## src/rtl/alu_seq.sv

```systemverilog
// alu_seq: handshaked ALU with registered result and flags.
//   One operation per transfer on the input valid/ready channel. ADD, SUB, AND,
//   OR and the three shifts complete on the accepting edge. MUL is an unsigned
//   shift-add that takes WIDTH cycles.
// Ports:
//   clk, rst_n                   clock, async active-low reset
//   in_valid / in_ready          input handshake (in_ready is combinational)
//   op[2:0], a, b                opcode and operands, captured on transfer
//   out_valid / out_ready        output handshake
//   result, zero, negative,
//   carry, overflow              registered result and flags
//   busy                         high while MUL iterates
`timescale 1ns/1ps
module alu_seq #(
  parameter int unsigned WIDTH = 8
) (
  input  logic             clk,
  input  logic             rst_n,
  input  logic             in_valid,
  output logic             in_ready,
  input  logic [2:0]       op,
  input  logic [WIDTH-1:0] a,
  input  logic [WIDTH-1:0] b,
  output logic             out_valid,
  input  logic             out_ready,
  output logic [WIDTH-1:0] result,
  output logic             zero,
  output logic             negative,
  output logic             carry,
  output logic             overflow,
  output logic             busy
);

  localparam int unsigned SHW = $clog2(WIDTH);
  localparam int unsigned PW  = 2 * WIDTH;

  localparam logic [2:0] OP_ADD = 3'b000;
  localparam logic [2:0] OP_SUB = 3'b001;
  localparam logic [2:0] OP_AND = 3'b010;
  localparam logic [2:0] OP_OR  = 3'b011;
  localparam logic [2:0] OP_SHL = 3'b100;
  localparam logic [2:0] OP_SHR = 3'b101;
  localparam logic [2:0] OP_SRA = 3'b110;
  localparam logic [2:0] OP_MUL = 3'b111;

  typedef enum logic {S_IDLE, S_MUL} state_e;

  state_e           state_q, state_d;
  logic             out_valid_q, out_valid_d;
  logic             busy_q, busy_d;
  logic [WIDTH-1:0] result_q, result_d;
  logic             zero_q, zero_d;
  logic             negative_q, negative_d;
  logic             carry_q, carry_d;
  logic             overflow_q, overflow_d;
  logic [SHW-1:0]   cnt_q, cnt_d;
  logic [PW-1:0]    acc_q, acc_d;
  logic [PW-1:0]    mcand_q, mcand_d;
  logic [WIDTH-1:0] mplier_q, mplier_d;

  logic             accept;
  logic [SHW-1:0]   shamt;
  logic [WIDTH:0]   sum_w, dif_w, shl_w, shr_w, sra_w;
  logic [PW-1:0]    acc_step;
  logic [WIDTH-1:0] alu_res;
  logic             alu_c, alu_v;
  logic             ld_en;
  logic [WIDTH-1:0] ld_res;
  logic             ld_c, ld_v;

  assign in_ready = (state_q == S_IDLE) && (!out_valid_q || out_ready);
  assign accept   = in_valid && in_ready;
  assign shamt    = b[SHW-1:0];

  // Extra bit on each shift captures the last bit shifted out (0 when shamt==0).
  assign sum_w = {1'b0, a} + {1'b0, b};
  assign dif_w = {1'b0, a} + {1'b0, ~b} + (WIDTH+1)'(1);
  assign shl_w = {1'b0, a} << shamt;
  assign shr_w = {a, 1'b0} >> shamt;
  assign sra_w = $signed({a, 1'b0}) >>> shamt;

  assign acc_step = acc_q + (mplier_q[0] ? mcand_q : {PW{1'b0}});

  // Single-cycle datapath.
  always_comb begin
    alu_res = '0;
    alu_c   = 1'b0;
    alu_v   = 1'b0;
    case (op)
      OP_ADD: begin
        alu_res = sum_w[WIDTH-1:0];
        alu_c   = sum_w[WIDTH];
        alu_v   = (a[WIDTH-1] == b[WIDTH-1]) && (sum_w[WIDTH-1] != a[WIDTH-1]);
      end
      OP_SUB: begin
        alu_res = dif_w[WIDTH-1:0];
        alu_c   = dif_w[WIDTH];
        alu_v   = (a[WIDTH-1] != b[WIDTH-1]) && (dif_w[WIDTH-1] != a[WIDTH-1]);
      end
      OP_AND: alu_res = a & b;
      OP_OR:  alu_res = a | b;
      OP_SHL: begin
        alu_res = shl_w[WIDTH-1:0];
        alu_c   = shl_w[WIDTH];
      end
      OP_SHR: begin
        alu_res = shr_w[WIDTH:1];
        alu_c   = shr_w[0];
      end
      OP_SRA: begin
        alu_res = sra_w[WIDTH:1];
        alu_c   = sra_w[0];
      end
      default: ;
    endcase
  end

  // Next-state and output-register logic.
  always_comb begin
    state_d     = state_q;
    out_valid_d = out_valid_q && !out_ready;
    busy_d      = busy_q;
    cnt_d       = cnt_q;
    acc_d       = acc_q;
    mcand_d     = mcand_q;
    mplier_d    = mplier_q;
    ld_en       = 1'b0;
    ld_res      = '0;
    ld_c        = 1'b0;
    ld_v        = 1'b0;

    case (state_q)
      S_IDLE: begin
        if (accept) begin
          if (op == OP_MUL) begin
            state_d  = S_MUL;
            busy_d   = 1'b1;
            cnt_d    = '0;
            acc_d    = '0;
            mcand_d  = {{WIDTH{1'b0}}, a};
            mplier_d = b;
          end else begin
            ld_en  = 1'b1;
            ld_res = alu_res;
            ld_c   = alu_c;
            ld_v   = alu_v;
          end
        end
      end
      S_MUL: begin
        acc_d    = acc_step;
        mcand_d  = mcand_q << 1;
        mplier_d = mplier_q >> 1;
        cnt_d    = cnt_q + SHW'(1);
        if (cnt_q == SHW'(WIDTH - 1)) begin
          state_d = S_IDLE;
          busy_d  = 1'b0;
          cnt_d   = '0;
          ld_en   = 1'b1;
          ld_res  = acc_step[WIDTH-1:0];
          ld_c    = |acc_step[PW-1:WIDTH];
        end
      end
      default: state_d = S_IDLE;
    endcase

    result_d   = result_q;
    zero_d     = zero_q;
    negative_d = negative_q;
    carry_d    = carry_q;
    overflow_d = overflow_q;
    if (ld_en) begin
      out_valid_d = 1'b1;
      result_d    = ld_res;
      zero_d      = (ld_res == '0);
      negative_d  = ld_res[WIDTH-1];
      carry_d     = ld_c;
      overflow_d  = ld_v;
    end
  end

  // State and output registers.
  always_ff @(posedge clk or negedge rst_n) begin
    if (!rst_n) begin
      state_q     <= S_IDLE;
      out_valid_q <= 1'b0;
      busy_q      <= 1'b0;
      result_q    <= '0;
      zero_q      <= 1'b0;
      negative_q  <= 1'b0;
      carry_q     <= 1'b0;
      overflow_q  <= 1'b0;
      cnt_q       <= '0;
      acc_q       <= '0;
      mcand_q     <= '0;
      mplier_q    <= '0;
    end else begin
      state_q     <= state_d;
      out_valid_q <= out_valid_d;
      busy_q      <= busy_d;
      result_q    <= result_d;
      zero_q      <= zero_d;
      negative_q  <= negative_d;
      carry_q     <= carry_d;
      overflow_q  <= overflow_d;
      cnt_q       <= cnt_d;
      acc_q       <= acc_d;
      mcand_q     <= mcand_d;
      mplier_q    <= mplier_d;
    end
  end

  assign out_valid = out_valid_q;
  assign busy      = busy_q;
  assign result    = result_q;
  assign zero      = zero_q;
  assign negative  = negative_q;
  assign carry     = carry_q;
  assign overflow  = overflow_q;

endmodule

```

## config.mk

```make
export PLATFORM = sky130hd
export DESIGN_NAME = alu_seq
export DESIGN_NICKNAME = d
export VERILOG_FILES = /design/src/rtl/alu_seq.sv
export SDC_FILE = /design/constraint.sdc
export NUM_CORES = 1
export LEC_CHECK = 0
export ABC_AREA = 1
export BUFFER_PORTS_ARGS = -buffer_cell sky130_fd_sc_hd__buf_2
export CORE_ASPECT_RATIO = 0.7
export CORE_MARGIN = 2
export CORE_UTILIZATION = 55
export DETAILED_ROUTE_END_ITERATION = 7
export MAX_ROUTING_LAYER = met4
export PLACE_DENSITY = 0.79
export REMOVE_ABC_BUFFERS = 1
export SYNTH_ARGS = -nofsm -noshare
export SYNTH_HDL_FRONTEND = slang
export SYNTH_SLANG_ARGS = --single-unit
```

## constraint.sdc

```tcl
create_clock -name clk -period 3.49 [get_ports clk]
set_input_delay 0.349 -clock clk [delete_from_list [all_inputs] [get_ports clk]]
set_output_delay 0.349 -clock clk [all_outputs]
set_load 0.02 [all_outputs]
```

# Word-level counts from Yosys, hierarchy flattened
# Index checks and enable logic that the tools add are counted.
# totals
inputBits	23
word_cells	93
output_inout_bits	15
ff_bits	58
# classes
bitwise	4
eq_ne	15
shifts	3
reduce_logical	13
mux	41
add_sub_neg	5
# op_table
op	count
$mux W16	5
$pmux W16 S2	2
$pmux W8 S7	1
$mux W8	5
$pmux W8 S2	2
$add A8 B8 Y9	2
$add A16 B16 Y16	1
$mux W1	16
$eq A3 B3 Y1 const B	5
$pmux W1 S2	5
$add A9 B1 Y9 const B	1
$mux W3	3
$shl A8 B3 Y9	1
$shr A9 B3 Y9	1
$sshr A9 B3 Y9	1
$and A8 B8 Y8	1
$logic_not A8 Y1	1
$not A8 Y8	1
$or A8 B8 Y8	1
$reduce_or A8 Y1	1
$eq A3 B2 Y1 const B	2
$pmux W3 S2	1
$logic_and A1 B1 Y1	5
$pmux W1 S5	1
other kinds (12)	16

# Depth between registers and ports, before layout
# Gate-level depths: netlist of the first run.
# logic_depth
word_depth	9
ltp_mapped	19
mapped_depth_nobuf	17

# Least setup slack after synthesis of the first run
# No wires, ideal clock.
# synth_timing
path_type	flip-flop to flip-flop
startpoint	register mplier_q[0]
endpoint	register carry_q (netlist: carry)
period_less_slack_ns	2.224
t_required_ns	3.369
n_path_buf	2
setup_ns	0.121
arrival_time_ns	2.103
setup_slack_ns	1.266
stages_incl_launch_ff	17
path_cell_list	dfrtp_1 -> clkbuf_1 -> clkbuf_1 -> nand2_1 -> inv_1 -> ha_1 -> inv_1 -> o21bai_1 -> nor2_1 -> nand2_1 -> a21oi_1 -> xor2_1 -> nand2_1 -> nor2_1 -> nand2_1 -> nand2_1 -> nand2_1
# synth_via
elab_chain_len	5
# synth_rtl
element	line	rtl
start, declared	59	logic [WIDTH-1:0] mplier_q, mplier_d;
start signal, assigned	209	mplier_q <= mplier_d;
$mux W16	82	assign acc_step = acc_q + (mplier_q[0] ? mcand_q : {PW{1'b0}});
$add A16 B16 Y16	82	
$reduce_or A8 Y1	161	ld_c = |acc_step[PW-1:WIDTH];
$mux W1	155	if (cnt_q == SHW'(WIDTH - 1)) begin
$pmux W1 S2	132	case (state_q)
end signal, assigned	204	carry_q <= carry_d;
end, declared	54	logic carry_q, carry_d;
# No other way between the ends.
# A chain may end at the register's enable or synchronous reset.

# Final worst setup path of the first run
# Ends and elaborated chain as after synthesis.

==> results of run 1 <==
## final cells by class
cell class                 instances  area, µm²  area share
clock buffer                      12      246.5     0.04419
clock inverter                     3      65.06     0.01166
inverter                          95      356.6     0.06393
multi-input combinational        577       3113      0.5581
sequential                        57       1426      0.2557
tap                              124      155.1     0.02782
timing repair buffer              41      215.2     0.03858
## cells in the final DEF, fill, tap and decap left out, types with 7 or more instances in the layout
master / netlist / routed
nor2_1: 48 / 48
a22oi_1: 7 / 7
xor2_1: 9 / 9
nand4_1: 13 / 13
dfrtp_1: 57 / 57
buf_2: 13 / 37
nand2_1: 252 / 252
clkbuf_16: 0 / 9
a21oi_1: 26 / 26
inv_1: 89 / 89
ha_1: 43 / 43
o21ai_0: 27 / 27
o22ai_1: 8 / 8
o211ai_1: 9 / 9
a22o_1: 7 / 7
nand3_1: 85 / 85
## cell families (layout without fill, tap and decap cells)
logic type,count (synthesis),after routing
simple gates,421,421
buf+inv,121,151
compound gates,96,96
flops,57,57
fa+ha+maj,46,46
xor+xnor,14,14
## worst min path at each step
| stage | startpoint | to | slack (ns) | cells after the start |
|---|---|---|---|---|
| 4_1_cts | rst_n | state_q | 0.12 | 1 |
| 6_report | rst_n | state_q | 0.09 | 1 |
| 3_3_place_gp | rst_n | busy | 0.46 | 1 |
| 3_5_place_dp | rst_n | busy | 0.46 | 1 |
| 2_1_floorplan | rst_n | acc_q[0] | 0.05 | 0 |
| 5_1_grt | rst_n | busy | 0.15 | 1 |
## worst max-delay path: cells and delay by family, from the launching register on
| kind | cells | cell delay, ns |
|---|---|---|
| simple gates | 11 | 1.17 |
| flops | 1 | 0.57 |
| compound gates | 1 | 0.30 |
| buf+inv | 1 | 0.05 |
| fa+ha+maj | 2 | 0.60 |
## through the flow
| step | area, µm² | setup slack [ns] | hold WS, ns |
|---|---|---|---|
| 6_report | 5578 | 0.6832 | 0.09434 |
| 5_1_grt | 5578 | 0.5146 | 0.1546 |
| 4_1_cts | 5578 | 0.7361 | 0.1152 |
| 3_5_place_dp | 5266 | 0.7504 | 0.4637 |
| 3_3_place_gp | 5266 | 0.7445 | 0.4569 |
| 2_1_floorplan | 4896 | 1.240 | 0.05341 |
## state kept, by name (all words and copies together) (netlist names), 3 cells and up
signal    flops
acc_q        16
mcand_q      16
mplier_q      8
result        8
cnt_q         3
## routing by layer
metal / track usage / up-vias / part of all wire
met5: - / - / 0
met2: 0.4172 / 244 / 0.39
met4: 0.09200 / 0 / 0.019
li1: - / 2502 / -
met3: 0.1230 / 28 / 0.11
met1: 0.4601 / 2383 / 0.48
## power by group through the flow
stage          combinational, mW  clock, mW  sequential, mW
4_1_cts                     1.42      0.940            1.11
6_report                    1.43      0.935            1.11
5_1_grt                     1.59      0.977            1.14
3_5_place_dp                1.40          0            1.12
2_1_floorplan              0.866          0            1.18
3_3_place_gp                1.38          0            1.10
## cell usage after synthesis (3+ instances only)
| cell | count |
|---|---|
| o211ai_1 | 9 |
| nor3_1 | 5 |
| clkbuf_1 | 9 |
| nor2_2 | 5 |
| a22o_1 | 7 |
| nor2_1 | 48 |
| nand2_2 | 3 |
| o21bai_1 | 4 |
| dfrtp_1 | 57 |
| fa_1 | 3 |
| a22oi_1 | 7 |
| inv_2 | 5 |
| inv_1 | 89 |
| a21oi_1 | 26 |
| o22ai_1 | 8 |
| nand2_1 | 252 |
| buf_4 | 3 |
| o21ai_0 | 27 |
| xor2_1 | 9 |
| nand4_1 | 13 |
| buf_2 | 13 |
| ha_1 | 43 |
| nand3_2 | 3 |
| xnor2_1 | 5 |
| nand3_1 | 85 |
==> impl_metrics.yaml, run 1 <==
synthesis:
  netlist.top_cell.by_area: "dfrtp_1"
  synth_top_family_by_area: "simple AND/OR/NAND/NOR gates"
  syn_area_per_cell_um2: 6.660
  ys_seq_area_frac: 0.2837
  synth_area_um2: 5029
  synth_compound_area_frac: 0.1159
  netlist-cell-type-count: 40
  yosysWarnings: 0
  synthAdderAreaFrac: 0.1189
  synth.area.mux_share: 0
  ys_seq_elements: 57
  async_flop_share: 1.000
  yosys.area_share.simple: 0.3598
  synthTopCellsByArea: "dfrtp_1, nand2_1, ha_1, nand3_1, inv_1"
  synth_xor_area_frac: 0.02438
  synth_top_area_frac: 0.2837
  syn_inst: 755
  synth_edf_count: 0
  synth_flop_cell: "dfrtp_1"
clock_tree:
  numCtsBuffers: 9
  clockBufferDepth: 2
  htreeDepth: 3
  cts_tree: "done"
  insertion_delay_ns: 0.34
  ctsRootBufferMaster: "clkbuf_16"
  clk_pin_slew_ns: 0.05
  clock_sinks: 57
  cts_hold_buffers: 0
  cts_resized: 0
  post_cts_buffers: 0
sta:
  period_needed_ns: 2.807
  grt_setup_unrepaired: "false"
  finalSetupTns_ns: 0
  finClkSkew_ns: 0.007255
  finalSetupViolations: 0
  slew_violations: 0
  worst_pin_slew_ns: 0.8938
  finalHoldViolations: 0
  fmax_mhz: 356.3
  max_slew_margin: 0.4035
  fin_crit_sh: 0.8043
setup_path:
  r2r_end: "carry"
  critPathSlowestCell: "dfrtp_1"
  worstPathRequired_ns: 3.71
  endpoint: "carry"
  path_cells: "nand2_1 > inv_1 > ha_1 > fa_1 > nand3_1 > nand2_1 > a21oi_1 > nand3b_1 > nand3_1 > nand2_1 > nand2_1 > nor2_1 > nand2_1 > nand2_1 > nand2_1"
  crit_path_frequent_cell: "nand2_1"
  reg2reg_slack_ns: 0.68
  cp_slowest_stage_delay_ns: 0.57
  r2r_start: "mplier_q[0]"
  crit_fanout: 17
  end_kind: "flip-flop"
  critPathLaunchType: "flip-flop"
  critPathArrivalTime_ns: 3.03
  ff2ff_path_depth: 15
  crit_type: "flip-flop to flip-flop"
  cp-startpoint: "mplier_q[0]"
global_route:
  grt_max_degree: 36
  grt_pass1_vias: 4750
  antenna_found_initial: 0
  grt_pass1_wl_um: 24340
  grt_usage: 0.3220
  grt-ovfl-total: 0
routing:
  routed_wl_um: 15080
  drt-initial-drc-count: 543
  post_drt_via_cell_ratio: 5.673
  post_drt_wl_per_cell_um: 16.59
  vias: 5157
  antenna_left: 0
  drc: 0
  drtPass1Iterations: 5
final_layout:
  nets: 850
  num-fill-cells: 840
  fin_cells: 909
  area_growth_pct: 10.92
  post-route-util: 0.6224
  diodes: 0
  layout-drive-gt1-share: 0.09554
floorplanning:
  core-area_um2: 8962
  start_util: 0.5611
  ios: 38
  die_area_um2: 9936
  fp.dieH_um: 84
  chipWidth_um: 118.3
  placementRows: 29
placed_design:
  port_buffers: 37
  place_congestion: 0.9976
  dp.cells: 894
  dp_hpwl_um: 11830
power_and_ir_drop:
  power_mw: 3.481
  power.internal_mw: 2.039
  p_leak_nw: 3.148
  power_density_nw_per_um2: 624.1
  p_seq_frac: 0.320
  p_clk_frac: 0.269
  vdd_drop_max_v: 0.0005288
  combinationalPowerShare: 0.412
  switching_share: 0.4143
  switching_power_mw: 1.442
run_status:
  outcome: "complete, no violations"
run:
  drv_cap: 0
worst_hold_path:
  hold_class: "input port to asynchronous set/reset pin"
Note: power is estimated with default switching activity, not from simulation.
==> run 2, diff against run 1 <==
Settings changed: PLACE_DENSITY 0.79 to 0.82.
Clock period 3.49 ns to 2.5 ns, I/O delays scaled along.
==> impl_metrics.yaml, run 2 (same netlist as run 1, synthesis figures left out) <==
run_status:
  outcome: "complete, no violations"
clock_tree:
  clk_pin_slew_ns: 0.06
  clockBufferDepth: 2
  insertion_delay_ns: 0.34
  cts_hold_buffers: 0
  numCtsBuffers: 9
  clock_sinks: 57
  htreeDepth: 3
  cts_tree: "done"
  ctsRootBufferMaster: "clkbuf_16"
final_layout:
  final_cell_mix: "nand2_1, inv_1, nand3_1"
  post-route-util: 0.6384
  diodes: 0
  layout-drive-gt1-share: 0.1238
  nets: 864
  num-fill-cells: 816
  stdcell_area_um2: 5722
  final_common_cell: "nand2_1"
  largest_registers: "acc_q (16), mcand_q (16)"
  area_growth_pct: 13.78
floorplanning:
  start_util: 0.5611
  fp.dieH_um: 84
  core-area_um2: 8962
  chipWidth_um: 118.3
  placementRows: 29
  die_area_um2: 9936
  ios: 38
setup_path:
  critPathLaunchType: "flip-flop"
  crit_type: "flip-flop to flip-flop"
  crit_fanout: 13
  worstPathRequired_ns: 2.71
  critPathArrivalTime_ns: 2.60
  end_kind: "flip-flop"
sta:
  max_slew_margin: 0.4086
  fin_ws_ns: 0.1067
  slew_violations: 0
  fin_crit_sh: 0.9573
  period_needed_ns: 2.393
  worst_pin_slew_ns: 0.8862
  finalSetupTns_ns: 0
  finalHoldViolations: 0
  fmax_mhz: 417.8
  finalSetupViolations: 0
  finClkSkew_ns: 0.007617
  whs_ns: 0.04130
routing:
  post_drt_wl_per_cell_um: 16.83
  post_drt_via_cell_ratio: 5.728
  vias: 5293
  antenna_left: 0
  drt-initial-drc-count: 546
  drc: 0
  drtPass1Iterations: 6
  routed_wl_um: 15550
global_route:
  grt_pass1_vias: 4750
  grt-ovfl-total: 0
  antenna_found_initial: 0
  grt_usage: 0.3307
  grt_max_degree: 58
  grt_pass1_wl_um: 24910
run:
  drv_cap: 0
placed_design:
  place_congestion: 1.051
  placed_cell_area_um2: 5376
  dp_hpwl_um: 12220
  pre_cts_ws_ns: 0.06219
  port_buffers: 37
power_and_ir_drop:
  p_leak_nw: 3.223
  vdd_drop_max_v: 0.0008455
  power_density_nw_per_um2: 869.0
worst_hold_path:
  hold_class: "input port to asynchronous set/reset pin"
[run 2: cell count changes in the layout (fill, tap and decap cells not counted), sizes merged]
cell	delta
clkinv	+1
clkinvlp	+1
buf	+14
bufinv	-1
[run 2: layout make-up]
cell class | count | area, µm² | area share
Tap cell | 124 | 155.1 | 0.02712
Timing Repair Buffer | 55 | 332.8 | 0.05817
Multi-Input combinational cell | 577 | 3142 | 0.5491
Inverter | 95 | 356.6 | 0.06232
Clock buffer | 12 | 256.5 | 0.04483
Sequential cell | 57 | 1428 | 0.2495
Clock inverter | 4 | 51.30 | 0.008966
[run 2: critical path, stage by stage (launching register included)]
cell and delay [ns]:
dfrtp_2 0.44, buf_12 0.16, nand2_1 0.06, inv_1 0.08, fa_2 0.38, nand3_1 0.10, nand2_1 0.13, a21oi_2 0.20
nand3b_1 0.16, nand3_1 0.07, nand2_1 0.11, nand2_1 0.06, nor2_1 0.13, nand2_1 0.07, nand2_1 0.05, nand2_1 0.06
[run 2: timing repair]
item | 4_1_cts | 5_1_grt
setup endpoints to repair | 0 | 1
buffers inserted | 0 | 1
gates resized for setup | 0 | 8
[run 2: routing by layer]
| metal | track usage | part of all wire | wire length [µm] |
|---|---|---|---|
| met1 | 0.5114 | 0.47 | 7360 |
| met5 | - | 0 | 0 |
| met4 | 0.05915 | 0.0068 | 106 |
| met3 | 0.09358 | 0.12 | 1888 |
| met2 | 0.4235 | 0.40 | 6199 |
[run 2: final timing paths]
check,from,to,slack [ns],cells after the start
worst max-delay path,mplier_q[0],carry,0.11,15
worst min-delay path,rst_n,acc_q[5],0.04,2
worst max register to register,mplier_q[0],carry,0.11,15
worst min register to register,result[3],result[3],0.49,2
max in group asynchronous,rst_n,mplier_q[0],1.92,2
min in group clk,out_ready,out_valid,0.12,2
[run 2: per-stage QoR]
step	power [mW]	instances
floorplan	2.852	729
global placement	3.579	907
detailed placement	3.636	907
CTS	4.900	923
global route	5.289	924
finish	4.972	924
[run 2: where the power goes]
part / internal (mW) / switching, mW / leakage, nW
clock network: 0.824 / 0.430 / 0.149
registers: 1.29 / 0.273 / 0.751
logic: 0.750 / 1.41 / 2.32
==> run 3, diff against run 2 <==
--- a/config.mk
+++ b/config.mk
@@ -7,3 +7,2 @@
 export LEC_CHECK = 0
-export ABC_AREA = 1
 export BUFFER_PORTS_ARGS = -buffer_cell sky130_fd_sc_hd__buf_2
==> constraint.sdc (replaced) <==
create_clock -name clk -period 2.5 [get_ports clk]
set_input_delay 0.5 -clock clk [delete_from_list [all_inputs] [get_ports clk]]
set_output_delay 0.5 -clock clk [all_outputs]
set_load 0.02 [all_outputs]
==> impl_metrics.yaml, run 3 <==
synthesis:
  synth_top_area_frac: 0.2802
  synth_xor_area_frac: 0.02925
  syn_area_per_cell_um2: 8.094
  syn_inst: 629
  synth_edf_count: 0
  synth.area.mux_share: 0.04743
  netlist-cell-type-count: 79
  async_flop_share: 1.000
  yosysMostFrequentCell: "nand2_1"
  synthTopCellsByArea: "dfrtp_1, ha_1, nand2_1, o21ai_0, a21oi_1"
  yosysWarnings: 0
  synth_area_um2: 5091
  synthAdderAreaFrac: 0.1175
  yosys.area_share.simple: 0.2187
  synth_top_family_by_area: "compound AO/OA/AOI/OAI gates"
  synth_common_cells: "nand2_1, dfrtp_1, o21ai_0"
  ys_seq_area_frac: 0.2802
  netlist.top_cell.by_area: "dfrtp_1"
  synth_compound_area_frac: 0.2465
  synth_flop_cell: "dfrtp_1"
  ys_seq_elements: 57
clock_tree:
  ctsRootBufferMaster: "clkbuf_16"
  clockBufferDepth: 2
  clk_pin_slew_ns: 0.06
  cts_tree: "done"
  htreeDepth: 3
  numCtsBuffers: 9
  clock_sinks: 57
  insertion_delay_ns: 0.34
final_layout:
  final_cell_mix: "buf_4, nand2_1, dfrtp_1"
  area_growth_pct: 35.93
  diodes: 0
  layout-drive-gt1-share: 0.3380
  post-route-util: 0.7660
  fin_cells: 911
  stdcell_area_um2: 6920
  final_common_cell: "buf_4"
  nets: 851
  num-fill-cells: 583
  largest_registers: "acc_q (16), mcand_q (16)"
setup_path:
  ff2ff_path_depth: 10
  r2r_end: "carry"
  reg2reg_slack_ns: -0.47
  end_kind: "flip-flop"
  crit_type: "flip-flop to flip-flop"
  r2r_start: "mcand_q[3]"
  crit_fanout: 4
  critPathArrivalTime_ns: 3.16
  cp-startpoint: "mcand_q[3]"
  worstPathRequired_ns: 2.69
  critPathLaunchType: "flip-flop"
routing:
  drt-initial-drc-count: 673
  drc: 0
  vias: 5800
  post_drt_wl_per_cell_um: 21.01
  drtPass1Iterations: 8
  routed_wl_um: 19140
  antenna_left: 0
  post_drt_via_cell_ratio: 6.367
floorplanning:
  start_util: 0.5635
  die_area_um2: 10050
  ios: 38
  placementRows: 29
  core-area_um2: 9035
  chipWidth_um: 119.0
  fp.dieH_um: 84.50
sta:
  finClkSkew_ns: 0.009987
  grt_setup_unrepaired: "true"
  fin_ws_ns: -0.4670
  slew_violations: 0
  fin_crit_sh: 1.187
  finalHoldViolations: 0
  whs_ns: 0.1939
  fmax_mhz: 337.0
  max_slew_margin: 0.2542
  finalSetupViolations: 9
  period_needed_ns: 2.967
  worst_pin_slew_ns: 1.115
placed_design:
  placed_cell_area_um2: 6221
  dp.cells: 887
  place_congestion: 1.071
  dp_hpwl_um: 12640
  port_buffers: 37
global_route:
  grt_usage: 0.3781
  grt_max_degree: 71
  grt_pass1_wl_um: 28630
  antenna_found_initial: 0
  grt_pass1_vias: 5496
  grt-ovfl-total: 0
power_and_ir_drop:
  vdd_drop_max_v: 0.0005672
  p_leak_nw: 3.390
  power_density_nw_per_um2: 869.5
  power_mw: 6.017
worst_hold_path:
  hold_class: "input port to asynchronous set/reset pin"
run_status:
  violations: "setup timing"
  outcome: "finished with violations"
run:
  drv_cap: 0
-- run 3: changes by cell type after synthesis, sizes merged, moves of 11 or more --
| cell | change |
|---|---|
| and2 | +20 |
| nand3 | -80 |
| o21ai | +32 |
| nand2 | -140 |
| clkbuf | +11 |
| nor2 | -21 |
| a21oi | +11 |
| inv | -63 |
| mux2i | +14 |
-- run 3: worst max-delay path by stage --
stage          endpoint  slack (ns)  cells after the start
2_1_floorplan      zero       -0.52                      8
3_3_place_gp       zero       -0.44                     11
3_5_place_dp       zero       -0.51                     11
4_1_cts           carry       -0.27                     11
5_1_grt            zero       -0.49                     12
6_report          carry       -0.47                     10
-- run 3: logic make-up (layout without fill, tap and decap cells) --
family / after synthesis / count (layout)
adders and majority gates: 46 / 46
AOI/OAI and AO/OA: 189 / 189
xor gates and xnor gates: 17 / 17
DFF: 57 / 57
buffers and inverters: 65 / 223
muxes: 20 / 20
and+or+nand+nor: 235 / 235
-- run 3: power breakdown --
part	internal [mW]	switching [mW]	leakage, nW
clock network	0.795	0.427	0.144
logic	1.38	1.84	2.50
registers	1.30	0.279	0.745
total	3.47	2.54	3.39
-- run 3: layout make-up --
type	instances	area (µm²)	area share
multi-input cells	507	3685	0.5325
flip-flops and latches	57	1428	0.2063
repair buffers	175	1242	0.1795
clock buffers	13	250.2	0.03616
well taps	124	155.1	0.02242
inverters	32	120.1	0.01736
clock inverters	3	40.04	0.005786
-- run 3: worst max-delay path, stage by stage, from the launching register on --
cell and delay [ns]:
dfrtp_1 0.41, and2_1 0.19, ha_1 0.41, o21ai_1 0.16
o211a_1 0.30, o211ai_1 0.35, nand2_1 0.12, xnor2_1 0.16
or3_1 0.39, o41ai_2 0.21, nand3_1 0.12
-- run 3: timing repair --
| action | CTS | global route |
|---|---|---|
| setup endpoints to repair | 11 | 12 |
| buffers inserted | 5 | 4 |
| gates resized for setup | 41 | 37 |
| hold buffers | 0 | 0 |
| pin swaps | 25 | 22 |
| hold endpoints to repair | 0 | 0 |
-- run 3: through the flow --
step / setup slack, ns / setup TNS (ns)
6_report: -0.4670 / -1.786
5_1_grt: -0.4944 / -2.259
4_1_cts: -0.2658 / -0.5236
3_5_place_dp: -0.5060 / -2.631
3_3_place_gp: -0.4357 / -2.037
2_1_floorplan: -0.5201 / -3.809
-- run 3: metal layers --
| layer | share of wire | global-route usage | vias to the layer above |
|---|---|---|---|
| met4 | 0.044 | 0.1472 | 0 |
| li1 | - | - | 2541 |
| met3 | 0.12 | 0.1101 | 96 |
| met1 | 0.41 | 0.4989 | 2712 |
| met2 | 0.42 | 0.5486 | 451 |
| met5 | 0 | - | - |
